==> config.mk <==
export PLATFORM = sky130hd
export DESIGN_NAME = gray_step_decoder_flat
export DESIGN_NICKNAME = d
export VERILOG_FILES = /design/src/rtl/gray_step_decoder_if.sv /design/src/rtl/gray_step_decoder.sv /design/src/flat_wrapper.sv
export SDC_FILE = /design/constraint.sdc
export NUM_CORES = 1
export LEC_CHECK = 0
export BUFFER_PORTS_ARGS = -buffer_cell sky130_fd_sc_hd__buf_2
export CORE_UTILIZATION = 35
export CTS_CLUSTER_SIZE = 12
export DETAILED_ROUTE_END_ITERATION = 8
export PLACE_DENSITY = 0.54
export RECOVER_POWER = 100
export SYNTH_ARGS = -nofsm -noshare
export SYNTH_HDL_FRONTEND = slang
export SYNTH_SLANG_ARGS = --single-unit
==> constraint.sdc <==
create_clock -name clk -period 9.5 [get_ports clk]
set_input_delay 1.9 -clock clk [delete_from_list [all_inputs] [get_ports clk]]
set_output_delay 1.9 -clock clk [all_outputs]
set_load 0.01 [all_outputs]
==> src/rtl/gray_step_decoder_if.sv <==
// Gray-code link bundle between a counter (master) and its step decoder (slave).
// Carries the sampled code and clear request inward and the classification results outward.
interface gray_step_decoder_if #(
  parameter int WIDTH = 3,
  parameter int POS_W = 16
);
  logic             sample_en;
  logic [WIDTH-1:0] gray_in;
  logic             clr_err;
  logic [WIDTH-1:0] bin_out;
  logic             valid;
  logic             step_up;
  logic             step_dn;
  logic             hold;
  logic             err;
  logic [7:0]       err_cnt;
  logic [POS_W-1:0] pos_cnt;

  modport master (
    output sample_en, gray_in, clr_err,
    input  bin_out, valid, step_up, step_dn, hold, err, err_cnt, pos_cnt
  );

  modport slave (
    input  sample_en, gray_in, clr_err,
    output bin_out, valid, step_up, step_dn, hold, err, err_cnt, pos_cnt
  );
endinterface

==> src/rtl/gray_step_decoder.sv <==
// Gray-code receiver: converts, classifies each sample as up/down/hold/illegal, tracks position.
// Latency 1 cycle from the sampling edge; no backpressure, a sample is taken whenever sample_en is high.
module gray_step_decoder #(
  parameter int WIDTH = 3,
  parameter int POS_W = 16
) (
  input  logic               clk,
  input  logic               reset,
  gray_step_decoder_if.slave bus
);
  typedef enum logic [1:0] {IDLE, TRACK, FAULT} state_t;

  state_t                   state;
  logic [WIDTH-1:0]         bin_q;
  logic                     valid_q;
  logic                     up_q;
  logic                     dn_q;
  logic                     hold_q;
  logic                     err_q;
  logic [7:0]               err_cnt_q;
  logic signed [POS_W-1:0]  pos_q;

  logic [WIDTH-1:0] b_new;
  logic [WIDTH-1:0] delta;
  logic             is_hold;
  logic             is_up;
  logic             is_dn;
  logic             illegal_now;

  // Each binary bit is the XOR of all Gray bits at or above it.
  for (genvar i = 0; i < WIDTH; i++) begin : g_conv
    assign b_new[i] = ^bus.gray_in[WIDTH-1:i];
  end

  assign delta       = b_new - bin_q;
  assign is_hold     = (delta == '0);
  assign is_up       = (delta == WIDTH'(1));
  assign is_dn       = (delta == {WIDTH{1'b1}});
  assign illegal_now = bus.sample_en && (state != IDLE) && !(is_hold || is_up || is_dn);

  always_ff @(posedge clk or negedge reset) begin
    if (!reset) begin
      state     <= IDLE;
      bin_q     <= '0;
      valid_q   <= 1'b0;
      up_q      <= 1'b0;
      dn_q      <= 1'b0;
      hold_q    <= 1'b0;
      err_q     <= 1'b0;
      err_cnt_q <= '0;
      pos_q     <= '0;
    end else begin
      up_q   <= 1'b0;
      dn_q   <= 1'b0;
      hold_q <= 1'b0;
      if (bus.sample_en) begin
        // The register always resyncs to the newest code, even after an illegal jump.
        bin_q <= b_new;
        if (state == IDLE) begin
          valid_q <= 1'b1;
          state   <= TRACK;
        end else if (illegal_now) begin
          state <= FAULT;
          err_q <= 1'b1;
          if (err_cnt_q != 8'hFF) err_cnt_q <= err_cnt_q + 8'd1;
        end else begin
          hold_q <= is_hold;
          up_q   <= is_up;
          dn_q   <= is_dn;
          if (is_up) pos_q <= pos_q + POS_W'(1);
          if (is_dn) pos_q <= pos_q - POS_W'(1);
        end
      end
      if (state == FAULT && bus.clr_err && !illegal_now) begin
        state <= TRACK;
        err_q <= 1'b0;
      end
    end
  end

  assign bus.bin_out = bin_q;
  assign bus.valid   = valid_q;
  assign bus.step_up = up_q;
  assign bus.step_dn = dn_q;
  assign bus.hold    = hold_q;
  assign bus.err     = err_q;
  assign bus.err_cnt = err_cnt_q;
  assign bus.pos_cnt = pos_q;
endmodule
==> src/flat_wrapper.sv <==
// flat-port wrapper written by rule: the top's interface ports become plain ports
module gray_step_decoder_flat 
#(
  parameter int WIDTH = 3,
  parameter int POS_W = 16
)
  (clk, reset, bus_sample_en, bus_gray_in, bus_clr_err, bus_bin_out, bus_valid, bus_step_up, bus_step_dn, bus_hold, bus_err, bus_err_cnt, bus_pos_cnt);
  gray_step_decoder_if #(.WIDTH(WIDTH), .POS_W(POS_W)) bus_i ();
  input  logic clk;
  input  logic reset;
  input wire logic [$bits(bus_i.sample_en)-1:0] bus_sample_en;
  input wire logic [$bits(bus_i.gray_in)-1:0] bus_gray_in;
  input wire logic [$bits(bus_i.clr_err)-1:0] bus_clr_err;
  output wire logic [$bits(bus_i.bin_out)-1:0] bus_bin_out;
  output wire logic [$bits(bus_i.valid)-1:0] bus_valid;
  output wire logic [$bits(bus_i.step_up)-1:0] bus_step_up;
  output wire logic [$bits(bus_i.step_dn)-1:0] bus_step_dn;
  output wire logic [$bits(bus_i.hold)-1:0] bus_hold;
  output wire logic [$bits(bus_i.err)-1:0] bus_err;
  output wire logic [$bits(bus_i.err_cnt)-1:0] bus_err_cnt;
  output wire logic [$bits(bus_i.pos_cnt)-1:0] bus_pos_cnt;
  assign bus_i.sample_en = bus_sample_en;
  assign bus_i.gray_in = bus_gray_in;
  assign bus_i.clr_err = bus_clr_err;
  assign bus_bin_out = bus_i.bin_out;
  assign bus_valid = bus_i.valid;
  assign bus_step_up = bus_i.step_up;
  assign bus_step_dn = bus_i.step_dn;
  assign bus_hold = bus_i.hold;
  assign bus_err = bus_i.err;
  assign bus_err_cnt = bus_i.err_cnt;
  assign bus_pos_cnt = bus_i.pos_cnt;
  gray_step_decoder #(.WIDTH(WIDTH), .POS_W(POS_W)) u_core (.clk(clk), .reset(reset), .bus(bus_i));
endmodule
---- Word-level counts from Yosys, hierarchy flattened ----
Cells that the tools add are included.
word-level totals
  register bits ........................... 34
  bits in latches ......................... 0
  RAM bits ................................ 0
  bits in read-only memories .............. 0
  input bits .............................. 7
  output and inout bits ................... 32
  word-level logic and storage cells ...... 61
  memories kept ........................... 0
cells by class
  add/sub/neg operators ................... 4
  multipliers ............................. 0
  div/mod/pow operators ................... 0
  magnitude comparators ................... 0
  equal/unequal tests ..................... 5
  shifts and indexed selects .............. 0
  muxes and demuxes ....................... 19
  bitwise logic cells ..................... 2
  reduce and logical (&&, ||, !) cells .... 22
operators by type and width
  operator                 number
  $mux W16                 2
  $add A16 B2 Y16 const B  1
  $sub A16 B2 Y16 const B  1
  $mux W1                  13
  $add A8 B1 Y8 const B    1
  $mux W2                  4
  $ne A8 B8 Y1 const B     1
  $reduce_and A4 Y1        2
  $reduce_bool A2 Y1       4
  $logic_and A1 B1 Y1      4
  $reduce_and A2 Y1        2
  $eq A3 B1 Y1 const B     1
  $eq A3 B3 Y1 const B     1
  $logic_not A3 Y1         1
  $reduce_and A3 Y1        1
  $reduce_bool A3 Y1       1
  $reduce_xor A3 Y1        1
  $sub A3 B3 Y3            1
  $eq A2 B2 Y1 const B     1
  $logic_not A1 Y1         2
  $logic_not A2 Y1         1
  $logic_or A1 B1 Y1       2
  $ne A2 B2 Y1 const B     1
  $not A1 Y1               2
  $reduce_xor A2 Y1        1

---- Longest topological paths before layout ----
  word-level depth ........................ 11
  mapped depth ............................ 15

---- Worst setup path after synthesis ----
Ideal clock, no wire load.
  kind .................................... input port to flip-flop
  start ................................... input port bus_gray_in[2]
  end ..................................... register u_core.pos_q[14] (netlist: u_core.bus.pos_cnt[14])
  library setup time ...................... 0.134 ns
  arrival time ............................ 5.181 ns
  data required time ...................... 9.366 ns
  slack ................................... 4.185 ns
  cell stages on the path ................. 14
  path buffers ............................ 0
  path through ............................ xor2_1 -> xnor2_1 -> ha_1 -> inv_1 -> fa_1 -> xnor3_1 -> and3b_4 -> ha_1 -> a21o_1 -> a221oi_1 -> o31ai_1 -> a211oi_1 -> xor2_1 -> o21ai_0
on the way
  cells in the longest elaborated chain, start to end .. 9
  elaborated cells between the ends (all ways) .. 14
  those cells by class .................... add/sub: 1; eq/ne: 2; mux: 1; bitwise: 1; reduce/logical: 9
ends and longest elaborated chain
  what                                                    line                                              RTL
  from (decl)                                             flat_wrapper.sv:12                                input wire logic [$bits(bus_i.gray_in)-1:0] bus_gray_in;
  $reduce_xor A3 Y1 or $reduce_xor A2 Y1 (tied branches)  gray_step_decoder.sv:32                           assign b_new[i] = ^bus.gray_in[WIDTH-1:i];
  $sub A3 B3 Y3 *                                         gray_step_decoder.sv:35                           assign delta = b_new - bin_q;
  $eq A3 B1 Y1 or $logic_not A3 Y1 (tied branches)        gray_step_decoder.sv:37, gray_step_decoder.sv:36
  $logic_or A1 B1 Y1 (2 in a row)                         gray_step_decoder.sv:39                           assign illegal_now = bus.sample_en && (state != IDLE) && !(is_hold || is_up || is_dn);
  $logic_not A1 Y1                                        gray_step_decoder.sv:39
  $logic_and A1 B1 Y1                                     gray_step_decoder.sv:39
  $not A1 Y1 (no line)                                    -
  $reduce_and A4 Y1 (no line)                             -
  to (signal assigned)                                    gray_step_decoder.sv:70                           if (is_up) pos_q <= pos_q + POS_W'(1);
  to (signal assigned)                                    gray_step_decoder.sv:71                           if (is_dn) pos_q <= pos_q - POS_W'(1);
  to (decl)                                               gray_step_decoder.sv:21                           logic signed [POS_W-1:0] pos_q;
Mark *: on every way between the ends. The rest lies on a longest branch, timed or not.
A chain may end at the register's enable or synchronous reset.

---- Final worst setup path ----
  start ................................... input port bus_gray_in[2]
  end ..................................... register u_core.pos_q[14] (netlist: u_core.bus.pos_cnt[14])
on the way
  cells in the longest elaborated chain, start to end .. 9
  elaborated cells between the ends (all ways) .. 14
  those cells by class .................... add/sub: 1; eq/ne: 2; mux: 1; bitwise: 1; reduce/logical: 9
ends and longest elaborated chain
  what                                              line                                              RTL
  $reduce_xor A2 Y1 *                               gray_step_decoder.sv:32
  net u_core.b_new[1]                               gray_step_decoder.sv:23                           logic [WIDTH-1:0] b_new;
  $sub A3 B3 Y3 *                                   gray_step_decoder.sv:35
  $eq A3 B1 Y1 or $logic_not A3 Y1 (tied branches)  gray_step_decoder.sv:37, gray_step_decoder.sv:36
  $logic_or A1 B1 Y1 (2 in a row)                   gray_step_decoder.sv:39
  $logic_not A1 Y1                                  gray_step_decoder.sv:39
  $logic_and A1 B1 Y1                               gray_step_decoder.sv:39
  $not A1 Y1 (no line)                              -
  $reduce_and A4 Y1 (no line)                       -
The timed path passes the listed nets; every way through them passes the cells marked *.

==> flow_summary.ini <==
[pwr]
peakVddDrop_uv = 107
power.density_nw_per_um2 = 299
power.total_uw = 704
p_leak_uw = 0.00109

[clocking]
cts_buffers = 5
htree_num_levels = 2
cts_root_buffer = clkbuf_8
clk_pin_slew_ps = 70
clk_latency_ps = 290
clock-sinks = 34
hold_buffers = 0
cts_tree = yes
clockBufferDepth = 2
cts_resized = 0
cts_setup_buffers = 0

[setup_path]
crit_chain = clkbuf_1, xor2_1, xnor2_1, ha_1, inv_1, fa_1, xnor3_1, and3b_1, ha_1, a21o_1, a221oi_1, o31ai_1, a211oi_1, xor2_1, o21ai_0
required_ps = 9610
cp.arrival_ps = 6030
slowest_delay_ps = 630
crit_slowest_cell = and3b_1
path_max_fanout = 17
critPathLaunchType = input port
crit_path_end_kind = register
path_class = in2reg
reg2reg_depth = 12

[synth]
netlist_instances = 200
netlist.area_leader.share_pct = 41.2
synth_area_um2 = 2060
yosys_warnings = 0
synthTopCellsByArea = dfrtp_1, ha_1, xnor2_1, o21ai_0, xor2_1
yosysSeqAreaShare_pct = 41.2
synth_enable_flop_cells = 0
syn_nets = 225
syn_avg_cell_area_um2 = 10.3
postSynth.asyncResetShare_pct = 100
synth.ff_latch_count = 34
ys.flop_type = dfrtp_1
yosysTopAreaCell = dfrtp_1
yosysUniqueCellTypes = 45

[routing]
post_drt_wl_per_cell_um = 13.0
final_antenna_net_count = 0
via_count = 1582
routed_wl_mm = 4.08
drc = 0
first_iter_violations = 67
via_per_inst = 5.04
firstDrtPassIters = 4

[layout]
finalNetCount = 266
mostFrequentLayoutCells = clkbuf_1, dfrtp_1, o21ai_0, nand2_1, ha_1
n_antenna_cell = 0
drive_above_1_share_pct = 8.26
final_common_cell = clkbuf_1
num-fill-cells = 600
final_cells = 314
area_growth_pct = 14.2

[sta]
setup_violations = 0
grt_setup_unrepaired = no
fin_crit_ps = 5910
relSlewSlack_pct = -23.7
worst_slew_pin_slew_ps = 1860
fin_crit_sh_pct = 62.3
fin_setup_tns_ps = 0
final-max-slew-violation-count = 64
hold-worst-slack_ps = 456
clock_skew_ps = 4.18
fmax_mhz = 169
hold_violations = 0

[run]
cap_violations = 2

[die]
start_util_pct = 36.8
core_region_area_um2 = 5610
fp.dieW_um = 78.8
die_area_um2 = 6210
io_pins = 39
rows = 27
die_h_um = 78.8

[global_routing]
grt_use_total_pct = 14.4
grt_max_degree = 35
grt_pass1_wl_mm = 6.95
antenna_found_initial = 0
grt_pass1_vias = 1511
grt_overflow = 0

[worst_hold_path]
holdPathStages = 1
worstHoldPathType = reg2reg

[place]
post-dp-hpwl_mm = 2.93
io_buffers = 38
dp_cells = 306
place.gp.congestion = 0.789

[outcome]
status = finished, violations left
failed_checks = max-capacitance violations, max-slew violations
[per-layer routing]
metal / track usage [%] / routed length [µm] / vias up
li1: - / - / 806
met1: 19.5 / 2030 / 746
met2: 22.0 / 1850 / 24
met3: 2.76 / 137 / 6
met4: 6.67 / 56 / 0
met5: 0 / 0 / -
[final timing paths]
path,start,end,slack [ps]
worst max-delay path,bus_gray_in[2],u_core.bus.pos_cnt[14],3590
worst min register to register,u_core.bus.valid,u_core.bus.valid,460
worst min-delay path,u_core.bus.valid,u_core.bus.valid,460
worst max register to register,u_core.bus.bin_out[0],u_core.bus.pos_cnt[14],5500
max in group asynchronous,reset,u_core.bus.err_cnt[7],6320
min in group asynchronous,reset,u_core.bus.pos_cnt[7],2100
[cell families after synthesis]
kind of cell | share of synthesized area [%]
AO/OA/AOI/OAI | 16.7
buffers and inverters | 2.12
XOR/XNOR | 11.2
multiplexers | 2.61
adder cells (fa/ha/maj) | 11.6
flip-flops | 41.2
AND/OR/NAND/NOR | 14.5
[cell usage after synthesis (3+ instances only)]
cell type,number
xor2_1,9
and3_1,6
mux2_2,3
a21o_1,6
nand3_1,4
o21ai_0,20
dfrtp_1,34
o31ai_1,3
nand4_1,4
nand2_1,20
ha_1,16
nor2_1,4
a211oi_1,4
xnor2_1,13
inv_1,5
a21oi_1,11
[critical path: cells and delay by family]
family | cells | cell delay (ps)
AOI/OAI and AO/OA | 5 | 1290
xor gates and xnor gates | 4 | 1070
adders and majority gates | 3 | 940
and+or+nand+nor | 1 | 630
buffers and inverters | 2 | 190
[stage by stage]
stage	area (µm²)	util [%]	worst slack [ps]
final	2360	42.1	3590
after floorplan	2060	-	4180
after CTS	2410	43.1	3970
after global placement	2320	41.4	3740
after global routing	2360	42.1	3160
after detailed placement	2320	41.4	3660
[state kept, by name, summed over array words and instances (netlist names)]
signal / cells
u_core.bus.err_cnt: 8
u_core.bus.step_up: 1
u_core.state: 2
u_core.bus.bin_out: 3
u_core.bus.valid: 1
u_core.bus.pos_cnt: 16
u_core.bus.step_dn: 1
u_core.bus.hold: 1
u_core.bus.err: 1
[power by group]
part | total (µW) | switching, µW | internal [µW]
clock network | 116 | 57.8 | 58.3
logic | 339 | 195 | 144
registers | 250 | 52.2 | 197
total | 704 | 305 | 400
[layout make-up]
type,instances,area (µm²),area share [%]
clock buffers,6,82.6,3.50
clock inverters,2,12.5,0.531
repair buffers,38,146,6.21
well taps,72,90.1,3.82
multi-input cells,157,1160,49.1
inverters,5,18.8,0.796
flip-flops and latches,34,851,36.1
Power figures use the tool's default switching activity.
